==> src/rtl/reset_sequencer.sv <==
// Ordered PLL/reset bring-up for a chain of clock domains, with lock-loss recovery.
// Optional lock-loss event counter: define RESET_SEQUENCER_LOCK_LOSS_COUNTER_EN.
module reset_sequencer #(
  parameter int NUMBER_OF_STAGES = 3,
  parameter int PLL_RESET_CYCLES = 4,
  parameter int TIMEOUT_CYCLES   = 1024,
  parameter int HOLDOFF_CYCLES   = 16,
  parameter int MAX_RETRIES      = 3,
  localparam int KW = ($clog2(NUMBER_OF_STAGES) > 1) ? $clog2(NUMBER_OF_STAGES) : 1,
  localparam int RW = $clog2(MAX_RETRIES + 1)
) (
  input  logic                        clock,
  input  logic                        reset,
  input  logic [NUMBER_OF_STAGES-1:0] stage_locked,
  input  logic                        restart,
  output logic [NUMBER_OF_STAGES-1:0] stage_pll_reset,
  output logic [NUMBER_OF_STAGES-1:0] stage_reset,
  output logic                        all_released,
  output logic                        error,
  output logic [KW-1:0]               current_stage,
  output logic [RW-1:0]               retry_count,
  output logic [7:0]                  lock_loss_count
);
  localparam int N    = NUMBER_OF_STAGES;
  localparam int MAX1 = (TIMEOUT_CYCLES > HOLDOFF_CYCLES) ? TIMEOUT_CYCLES : HOLDOFF_CYCLES;
  localparam int MAXC = (MAX1 > PLL_RESET_CYCLES) ? MAX1 : PLL_RESET_CYCLES;
  localparam int CW   = $clog2(MAXC) + 1;

  typedef enum logic [2:0] {S_PLL_RESET, S_WAIT_LOCK, S_SETTLE, S_RUNNING, S_FAULT} state_t;

  state_t        state_q, state_d;
  logic [KW-1:0] k_q, k_d;
  logic [CW-1:0] cnt_q, cnt_d;
  logic [RW-1:0] retry_q, retry_d, retry_inc;
  logic          recover_q, recover_d;
  logic [N-1:0]  sreset_q, sreset_d, pll_q, pll_d;
  logic [N-1:0]  sync1, lock_s, loss;
  logic [KW-1:0] loss_idx;
  logic          loss_any, restart_acc, release_k;

  // A stage is released exactly when its downstream reset is low.
  assign loss        = ~sreset_q & ~lock_s;
  assign loss_any    = |loss;
  assign restart_acc = restart && (state_q == S_RUNNING || state_q == S_FAULT);
  assign retry_inc   = retry_q + RW'(1);

  always_comb begin
    loss_idx = '0;
    for (int i = N - 1; i >= 0; i--)
      if (loss[i]) loss_idx = KW'(i);
  end

  // State register
  always_ff @(posedge clock or posedge reset) begin
    if (reset) begin
      state_q   <= S_PLL_RESET;
      k_q       <= '0;
      cnt_q     <= '0;
      retry_q   <= '0;
      recover_q <= 1'b0;
      sreset_q  <= '1;
      pll_q     <= '0;
      sync1     <= '0;
      lock_s    <= '0;
    end else begin
      state_q   <= state_d;
      k_q       <= k_d;
      cnt_q     <= cnt_d;
      retry_q   <= retry_d;
      recover_q <= recover_d;
      sreset_q  <= sreset_d;
      pll_q     <= pll_d;
      sync1     <= stage_locked;
      lock_s    <= sync1;
    end
  end

  // Next-state
  always_comb begin
    state_d   = state_q;
    k_d       = k_q;
    cnt_d     = '0;
    retry_d   = retry_q;
    recover_d = recover_q;
    release_k = 1'b0;
    if (restart_acc) begin
      state_d   = S_PLL_RESET;
      k_d       = '0;
      retry_d   = '0;
      recover_d = 1'b0;
    end else if (loss_any) begin
      // Recovery re-waits for lock without pulsing the PLLs that were already up.
      state_d   = S_WAIT_LOCK;
      k_d       = loss_idx;
      retry_d   = '0;
      recover_d = 1'b1;
    end else begin
      case (state_q)
        S_PLL_RESET: begin
          if (cnt_q == CW'(PLL_RESET_CYCLES - 1)) state_d = S_WAIT_LOCK;
          else cnt_d = cnt_q + CW'(1);
        end
        S_WAIT_LOCK: begin
          if (lock_s[k_q]) state_d = S_SETTLE;
          else if (cnt_q == CW'(TIMEOUT_CYCLES - 1)) begin
            retry_d = retry_inc;
            state_d = (retry_inc == RW'(MAX_RETRIES)) ? S_FAULT : S_PLL_RESET;
          end else cnt_d = cnt_q + CW'(1);
        end
        S_SETTLE: begin
          if (!lock_s[k_q]) state_d = S_WAIT_LOCK;
          else if (cnt_q == CW'(HOLDOFF_CYCLES - 1)) begin
            release_k = 1'b1;
            retry_d   = '0;
            if (k_q == KW'(N - 1)) begin
              state_d   = S_RUNNING;
              recover_d = 1'b0;
            end else begin
              k_d     = k_q + KW'(1);
              state_d = recover_q ? S_WAIT_LOCK : S_PLL_RESET;
            end
          end else cnt_d = cnt_q + CW'(1);
        end
        default: ;
      endcase
    end
  end

  // Registered outputs; the PLL pulse tracks the state being entered.
  always_comb begin
    sreset_d = sreset_q;
    if (restart_acc || state_d == S_FAULT) sreset_d = '1;
    else if (loss_any) begin
      for (int i = 0; i < N; i++)
        if (KW'(i) >= loss_idx) sreset_d[i] = 1'b1;
    end else if (release_k) sreset_d = sreset_q & ~(N'(1) << k_q);
    pll_d = (state_d == S_PLL_RESET) ? (N'(1) << k_d) : '0;
  end

  assign stage_pll_reset = pll_q;
  assign stage_reset     = sreset_q;
  assign all_released    = (state_q == S_RUNNING);
  assign error           = (state_q == S_FAULT);
  assign current_stage   = k_q;
  assign retry_count     = retry_q;

`ifdef RESET_SEQUENCER_LOCK_LOSS_COUNTER_EN
  logic [7:0] llc_q;
  always_ff @(posedge clock or posedge reset) begin
    if (reset) llc_q <= '0;
    else if (loss_any && !restart_acc && state_q == S_RUNNING && llc_q != 8'hFF)
      llc_q <= llc_q + 8'd1;
  end
  assign lock_loss_count = llc_q;
`else
  assign lock_loss_count = 8'd0;
`endif
endmodule

==> config.mk <==
export PLATFORM = sky130hd
export DESIGN_NAME = reset_sequencer
export DESIGN_NICKNAME = d
export VERILOG_FILES = /design/src/rtl/reset_sequencer.sv
export SDC_FILE = /design/constraint.sdc
export NUM_CORES = 1
export LEC_CHECK = 0
export BUFFER_PORTS_ARGS = -buffer_cell sky130_fd_sc_hd__buf_4
export CAP_MARGIN = 15
export CELL_PAD_IN_SITES_DETAIL_PLACEMENT = 0
export CELL_PAD_IN_SITES_GLOBAL_PLACEMENT = 1
export CORE_UTILIZATION = 43
export DETAILED_ROUTE_END_ITERATION = 7
export HOLD_SLACK_MARGIN = 0.12
export PLACE_DENSITY_LB_ADDON = 0.12
export SLEW_MARGIN = 20
export SYNTH_ARGS = -nofsm -noshare
export SYNTH_HDL_FRONTEND = slang
export SYNTH_SLANG_ARGS = --single-unit
==> constraint.sdc <==
create_clock -name clock -period 3 [get_ports clock]
set_input_delay 0.15 -clock clock [delete_from_list [all_inputs] [get_ports clock]]
set_output_delay 0.15 -clock clock [all_outputs]
set_load 0.005 [all_outputs]
==> metrics.csv, run 1 <==
stage,metric,value,unit
synth,dominant synthesized flop cell,dfrtp_1,
timing,Tcrit/Tclk final,91.9,%
run,max-cap violations,0,
timing,Final Hold Fails,0,
grt,Total GRT Usage,18.4,%
synth,Mapped Cells,173,
cells_and_area,Antenna Cells,0,
clocking,CTS root buf,clkbuf_8,
timing,fin crit period,2760,ps
synth,library cells used by synthesis,50,
synth,Synth Register Bits,31,
synth,most instantiated cells after synthesis,"28 x dfrtp_1, 23 x nor2_1, 11 x nand2_1",
power_and_ir_drop,maximum vdd drop,256,uV
cells_and_area,net count reported at finish,211,
worst_hold_path,WHS Path Cells,3,
synth,post-synthesis sequential area ratio,45.6,%
die,io pins,26,
setup_path,FF-to-FF setup slack,240,ps
timing,unrepaired setup endpoints after global routing,false,
grt,vias in the first global route,1254,
timing,"Setup violations, final",0,
detailed_routing,wire length per cell,14.1,um
timing,slew margin rel.,44.8,%
power_and_ir_drop,Pleak,0.924,nW
grt,initial antenna violation count,0,
cells_and_area,fin util,53.7,%
setup_path,Worst R2R Start,cnt_q[0]$_DFF_PP0_,
place,# port buffers,17,
die,Die Height,65.0,um
synth,Synth top area share,41.0,%
setup_path,worst-case reg-to-reg path depth,7,
place,post-DP HPWL,2590,um
die,die width,65.0,um
cells_and_area,post-route insts no fill,249,
clocking,Post-CTS Setup Inserts,0,
timing,max-slew violation count,0,
detailed_routing,Detailed Routing Iterations Pass 1,4,
detailed_routing,mean number of vias per cell,5.53,
clocking,"CTS clk-pin slew, worst paths",60,ps
synth,asr flop ratio synth,100,%
detailed_routing,initial drt markers,58,
synth,Post-synth EDFFs,0,
detailed_routing,Vias,1377,
power_and_ir_drop,Power per Cell Area,597,mW/mm^2
setup_path,reg2reg end,stage_reset[0]$_DFFE_PP1P_,
synth,Yosys top cell by area,dfrtp_1,
clocking,H-tree depth,2,
die,# rows,22,
worst_hold_path,hold_sp,restart,
timing,highest clock rate,363,MHz
place,gpl congestion,0.884,
die,Core Footprint,0.00374,sq mm
setup_path,critical path required time,3230,ps
clocking,total clock sinks,31,
die,Starting Density,45.6,%
setup_path,CP Launch Type,flop,
synth,"Avg Cell Area, Syn",9.87,sq um
clocking,TritonCTS buffer count,5,
synth,Mapped Area,0.00171,sq mm
cells_and_area,share of layout cells above drive strength 1,19.4,%
timing,hold_ws,238,ps
clocking,post-cts gate resize count,0,
cells_and_area,Area Growth Syn to Fin,17.7,%
timing,clock skew,7.17,ps
setup_path,"Data arrival, critical path",2990,ps
timing,measured slew at the worst slew-check pin,806,ps
clocking,worst skew pair latency,290,ps
synth,Ys Warns,0,
worst_hold_path,Worst Hold End,recover_q$_DFFE_PP0P_,
grt,largest net degree at the start of global routing,30,
detailed_routing,ANT nets after route,0,
clocking,CTS tree,done,
setup_path,CP endpoint kind,flop,
detailed_routing,final wirelength,3520,um
synth,Synth area leaders,"dfrtp_1 41%, nor2_1 5.1%, dfstp_2 4.6%",
clocking,clk buf depth,2,
worst_hold_path,HP Class,in -> reg,
setup_path,Setup CP Type,reg -> reg,
synth,"count leader, synth",dfrtp_1,
setup_path,peak fanout along the critical path,7,
detailed_routing,number of remaining DRC errors,0,
timing,Final TNS setup,0,ps
status,status,"complete, no violations",
grt,first-pass GRT wire length,5810,um
die,area of the die,0.00423,sq mm
place,placed insts,237,
grt,grt total ovfl,0,
state kept, by name, summed over array words and instances (netlist names):
signal	count
current_stage	2
sync1	3
cnt_q	11
state_q	3
recover_q	1
stage_pll_reset	3
lock_s	3
retry_count	2
stage_reset	3
worst max-delay path, stage by stage (launching register included):
cell	delay (ps)
dfrtp_1	410
ha_1	320
nand2_1	130
nor4_4	340
o21ai_2	80
a2111o_1	450
a2111oi_0	770
or3_1	210
power by group:
part           internal (mW)  leakage (nW)  switching (mW)  total [mW]
sequential             0.473         0.396          0.0651       0.538
clock                  0.209        0.0515           0.151       0.360
combinational          0.124         0.477           0.178       0.302
total                  0.806         0.924           0.394        1.20
routing by layer:
layer  track usage (%)  share of wire, %
met3              5.11               5.2
met2              26.4                42
met1              26.2                50
met5                 0                 0
met4              7.34               1.9
worst max path at each step:
stage          slack [ps]                           end               start
2_1_floorplan         590  stage_pll_reset[2]$_DFF_PP0_  cnt_q[0]$_DFF_PP0_
3_3_place_gp          420    stage_reset[0]$_DFFE_PP1P_  cnt_q[0]$_DFF_PP0_
3_5_place_dp          240    stage_reset[0]$_DFFE_PP1P_  cnt_q[0]$_DFF_PP0_
4_1_cts               250    stage_reset[0]$_DFFE_PP1P_  cnt_q[0]$_DFF_PP0_
5_1_grt                50    stage_reset[0]$_DFFE_PP1P_  cnt_q[0]$_DFF_PP0_
6_report              240    stage_reset[0]$_DFFE_PP1P_  cnt_q[0]$_DFF_PP0_
per-stage QoR:
stage | area [sq um] | total power, mW | setup WS, ps
after floorplan | 1730 | 0.759 | 586
after global placement | 1870 | 0.835 | 424
after detailed placement | 1870 | 0.839 | 244
after CTS | 2000 | 1.21 | 248
after global routing | 2010 | 1.27 | 53.6
final | 2010 | 1.20 | 242
area by class of cell:
cell class	instances	area, sq um
well taps	48	60.1
inverters	8	30.0
fillers	357	1730
repair buffers	24	190
multi-input cells	130	850
clock buffers	8	100
flip-flops and latches	31	779
repair_timing:
action | 4_1_cts | 5_1_grt
endpoints found under the hold margin | 3 | 28
endpoints found under the setup margin | 0 | 0
hold buffers | 3 | 1
cell families after synthesis:
group                    synth area share [%]
XOR/XNOR                                 4.10
other                                   0.220
adder cells (fa/ha/maj)                  3.66
flip-flops                               45.6
multiplexers                             2.34
AO/OA/AOI/OAI                            13.6
buffers and inverters                    6.15
AND/OR/NAND/NOR                          24.2
cells in the final DEF (no fill, tap or decap), types with 2 or more instances in the layout:
cell           instances
a2111o_1               2
a211o_1                2
a21boi_0               2
a21oi_1                4
and2_1                 2
and3_1                 2
and3b_1                2
buf_4                 20
clkbuf_8               7
conb_1                 8
dfrtp_1               28
dfstp_2                3
dlygate4sd3_1          4
ha_1                   5
inv_1                  7
mux2i_1                4
nand2_1               11
nand3_1                4
nand3b_1               3
nand4_1                4
nand4b_1               2
nor2_1                23
nor2b_1                2
nor3_1                 4
nor3b_1                4
o211ai_1               2
o21ai_0                8
xnor2_1                4
xor2_1                 4
Power figures use the tool's default switching activity.
==> inputs of run 2 (changes only) <==
--- a/config.mk
+++ b/config.mk
@@ -5,11 +5,13 @@
 export SDC_FILE = /design/constraint.sdc
 export NUM_CORES = 1
 export LEC_CHECK = 0
+export ABC_AREA = 1
 export BUFFER_PORTS_ARGS = -buffer_cell sky130_fd_sc_hd__buf_4
 export CAP_MARGIN = 15
 export CELL_PAD_IN_SITES_DETAIL_PLACEMENT = 0
 export CELL_PAD_IN_SITES_GLOBAL_PLACEMENT = 1
-export CORE_UTILIZATION = 43
+export CORE_UTILIZATION = 42
+export CTS_CLUSTER_SIZE = 24
 export DETAILED_ROUTE_END_ITERATION = 7
 export HOLD_SLACK_MARGIN = 0.12
 export PLACE_DENSITY_LB_ADDON = 0.12
==> run 2 against run 1 <==
Total power is 54% higher. Highest routed layer unchanged. Sequential power is 12% higher. Final cell count is 26% higher. Critical path type unchanged.
==> metrics.csv, run 2 <==
stage,metric,value,unit,change
status,status,"complete, no violations",,
cells_and_area,post-route insts no fill,313,,+26%
synth,most instantiated cells after synthesis,"53 x nand2_1, 31 x inv_1, 28 x dfrtp_1",,
power_and_ir_drop,sw power,0.796,mW,+100%
detailed_routing,Vias,1498,,+8.8%
synth,"Avg Cell Area, Syn",7.95,sq um,-19%
grt,initial antenna violation count,0,,unchanged
clocking,clk buf depth,2,,unchanged
cells_and_area,"commonest non-fill, non-tap cells in the layout","53 x nand2_1, 31 x inv_1, 28 x dfrtp_1",,
synth,Post-synth EDFFs,0,,unchanged
setup_path,cells along the critical path,ha_1 > nand3_2 > nor2_1 > nand2_1 > nand3_1 > nand2_1 > nand2_1 > nand2_2 > inv_2 > nand3b_1 > nor4_2,,
die,area of the die,0.00470,sq mm,+11%
cells_and_area,share of layout cells above drive strength 1,22.8,%,+3.4 points
place,DP Worst Slack,956,ps,+712 ps
timing,setup ws final,944,ps,+701 ps
timing,Final TNS setup,0,ps,unchanged
detailed_routing,mean number of vias per cell,4.79,,-13%
synth,library cells used by synthesis,36,,-28%
die,io pins,26,,unchanged
synth,Synth top area share,37.7,%,-3.4 points
synth,Mapped Cells,234,,+35%
die,die width,68.6,um,+5.4%
cells_and_area,Largest Register,cnt_q,,
clocking,"CTS clk-pin slew, worst paths",70,ps,about the same
synth,Yosys top cell by area,dfrtp_1,,
timing,highest clock rate,486,MHz,+34%
clocking,CTS tree,done,,
place,gpl congestion,0.802,,-9.3%
detailed_routing,final wirelength,3750,um,+6.5%
cells_and_area,post-route cell area,0.00216,sq mm,+7.7%
setup_path,CP Buf/Inv Count,1,,+1
clocking,Post-CTS Setup Inserts,0,,unchanged
die,Core Footprint,0.00412,sq mm,+9.9%
grt,vias in the first global route,1347,,+7.4%
detailed_routing,wire length per cell,12.0,um,-15%
timing,"Setup violations, final",0,,unchanged
setup_path,CP most frequent cell,nand2_1,,
synth,dominant synthesized flop cell,dfrtp_1,,
synth,Synth Register Bits,31,,unchanged
timing,unrepaired setup endpoints after global routing,false,,
setup_path,crit path max-delay cell type,dfrtp_1,,
clocking,hold buffers post-CTS,4,,+1
setup_path,cell family with most CP delay,simple AND/OR/NAND/NOR gates,,
timing,fin crit period,2060,ps,-701 ps
die,# rows,23,,+4.5%
timing,Final Hold Fails,0,,unchanged
power_and_ir_drop,Pleak,1.12,nW,+22%
cells_and_area,Area Growth Syn to Fin,16.3,%,
timing,clock skew,8.63,ps,+1.46 ps
worst_hold_path,HP Class,in -> reg,,
synth,asr flop ratio synth,100,%,unchanged
synth,Mapped Area,0.00186,sq mm,+8.9%
synth,"count leader, synth",nand2_1,,
synth,Ys Warns,0,,unchanged
synth,post-synthesis sequential area ratio,41.9,%,-3.7 points
die,Starting Density,45.2,%,-0.41 points
die,Die Height,68.6,um,+5.4%
setup_path,Setup CP Type,reg -> reg,,
clocking,total clock sinks,31,,unchanged
timing,measured slew at the worst slew-check pin,652,ps,-154 ps
cells_and_area,max reg flops,11,,unchanged
clocking,worst skew pair latency,280,ps,about the same
cells_and_area,"commonest non-fill, non-tap cell in the layout",nand2_1,,
power_and_ir_drop,clock share of power,19.5,%,-10 points
setup_path,critical path required time,3170,ps,-60 ps
power_and_ir_drop,Power per Cell Area,854,mW/mm^2,+43%
detailed_routing,ANT nets after route,0,,unchanged
timing,max-slew violation count,0,,unchanged
detailed_routing,Detailed Routing Iterations Pass 1,4,,unchanged
grt,Total GRT Usage,18.5,%,+0.079 points
power_and_ir_drop,maximum vdd drop,390,uV,+52%
grt,grt total ovfl,0,,unchanged
grt,first-pass GRT wire length,6180,um,+6.3%
place,placed insts,301,,+27%
place,placed inst area,0.00202,sq mm,+8.3%
detailed_routing,number of remaining DRC errors,0,,unchanged
cells_and_area,net count reported at finish,273,,+29%
timing,Tcrit/Tclk final,68.5,%,-23 points
synth,Synth area leaders,"dfrtp_1 38%, nand2_1 11%, inv_1 6.3%",,
clocking,CTS root buf,clkbuf_8,,
clocking,TritonCTS buffer count,5,,unchanged
place,post-DP HPWL,2950,um,+14%
setup_path,"Data arrival, critical path",2230,ps,-760 ps
power_and_ir_drop,sequential share of power,32.7,%,-12 points
detailed_routing,initial drt markers,71,,+22%
power_and_ir_drop,Sw Share,43.0,%,+10 points
cells_and_area,Antenna Cells,0,,unchanged
setup_path,CP endpoint kind,flop,,
setup_path,peak fanout along the critical path,5,,-2
clocking,post-cts gate resize count,0,,unchanged
grt,largest net degree at the start of global routing,19,,-37%
setup_path,Max stage delay on crit path,400,ps,-370 ps
place,# port buffers,17,,unchanged
clocking,H-tree depth,2,,unchanged
timing,slew margin rel.,56.5,%,+12 points
run,max-cap violations,0,,unchanged
power_and_ir_drop,Logic pwr share,47.8,%,+23 points
setup_path,CP Launch Type,flop,,
power_and_ir_drop,P_int,1.05,mW,+31%
## run 2: cell count changes after synthesis, moves of 4 or more
cell	delta
nor3_2	+4
inv_1	+23
nand2_1	+42
nand2_2	+4
nand3_1	+15
xnor2_1	-4
nor2_2	+7
inv_2	+5
o21ai_0	-5
mux2i_1	-4
## run 2: final cells by class
class | instances | area, sq um
fill | 418 | 1950
multi-input combinational | 165 | 906
sequential | 31 | 779
timing repair buffer | 22 | 175
inverter | 37 | 141
clock buffer | 8 | 100
tap | 50 | 62.6
## run 2: final timing paths
check,start,end,slack [ps],cells past startpoint
worst min register to register,sync1[0]$_DFF_PP0_,lock_s[0]$_DFF_PP0_,340,0
max in group asynchronous,reset,retry_count[0]$_DFFE_PP0P_,1830,4
min in group asynchronous,reset,stage_pll_reset[1]$_DFF_PP0_,520,3
worst min-delay path,restart,recover_q$_DFFE_PP0P_,240,3
worst max register to register,cnt_q[0]$_DFF_PP0_,stage_pll_reset[2]$_DFF_PP0_,940,11
worst max-delay path,cnt_q[0]$_DFF_PP0_,stage_pll_reset[2]$_DFF_PP0_,940,11
## run 2: kinds of logic after synthesis
| group | after synthesis | share of synthesized area (%) |
|---|---|---|
| AND/OR/NAND/NOR | 134 | 36.2 |
| flip-flops | 31 | 41.9 |
| other | 1 | 0.202 |
| XOR/XNOR | 4 | 1.88 |
| AO/OA/AOI/OAI | 14 | 5.65 |
| adder cells (fa/ha/maj) | 5 | 3.36 |
| buffers and inverters | 45 | 10.8 |
## run 2: worst register-to-register path, stage by stage, from the launching register on
cell	delay, ps
dfrtp_1	400
ha_1	220
nand3_2	130
nor2_1	160
nand2_1	130
nand3_1	160
nand2_1	80
nand2_1	80
nand2_2	70
inv_2	80
nand3b_1	220
nor4_2	230
## run 2: through the flow
stage                     power (mW)  hold WS (ps)  util (%)
after floorplan                 1.24           181         -
after CTS                       1.87           224      52.6
final                           1.85           235      52.6
after global routing            2.01           257      52.6
after global placement          1.49           259      49.2
after detailed placement        1.49           261      49.2
## run 2: power by group through the flow
stage	combinational [mW]	sequential, mW	clock (mW)
floorplan	0.638	0.599	0
global placement	0.879	0.614	0
detailed placement	0.880	0.611	0
CTS	0.889	0.607	0.375
global route	0.998	0.620	0.388
finish	0.883	0.605	0.361
## run 2: routing by layer
| metal | global-route usage (%) | vias to the layer above | part of all wire, % |
|---|---|---|---|
| met2 | 25.5 | 42 | 41 |
| met1 | 27.0 | 674 | 53 |
| met5 | 0 | - | 0 |
| met4 | 8.59 | 0 | 1.8 |
| li1 | - | 774 | - |
| met3 | 4.44 | 8 | 4.2 |
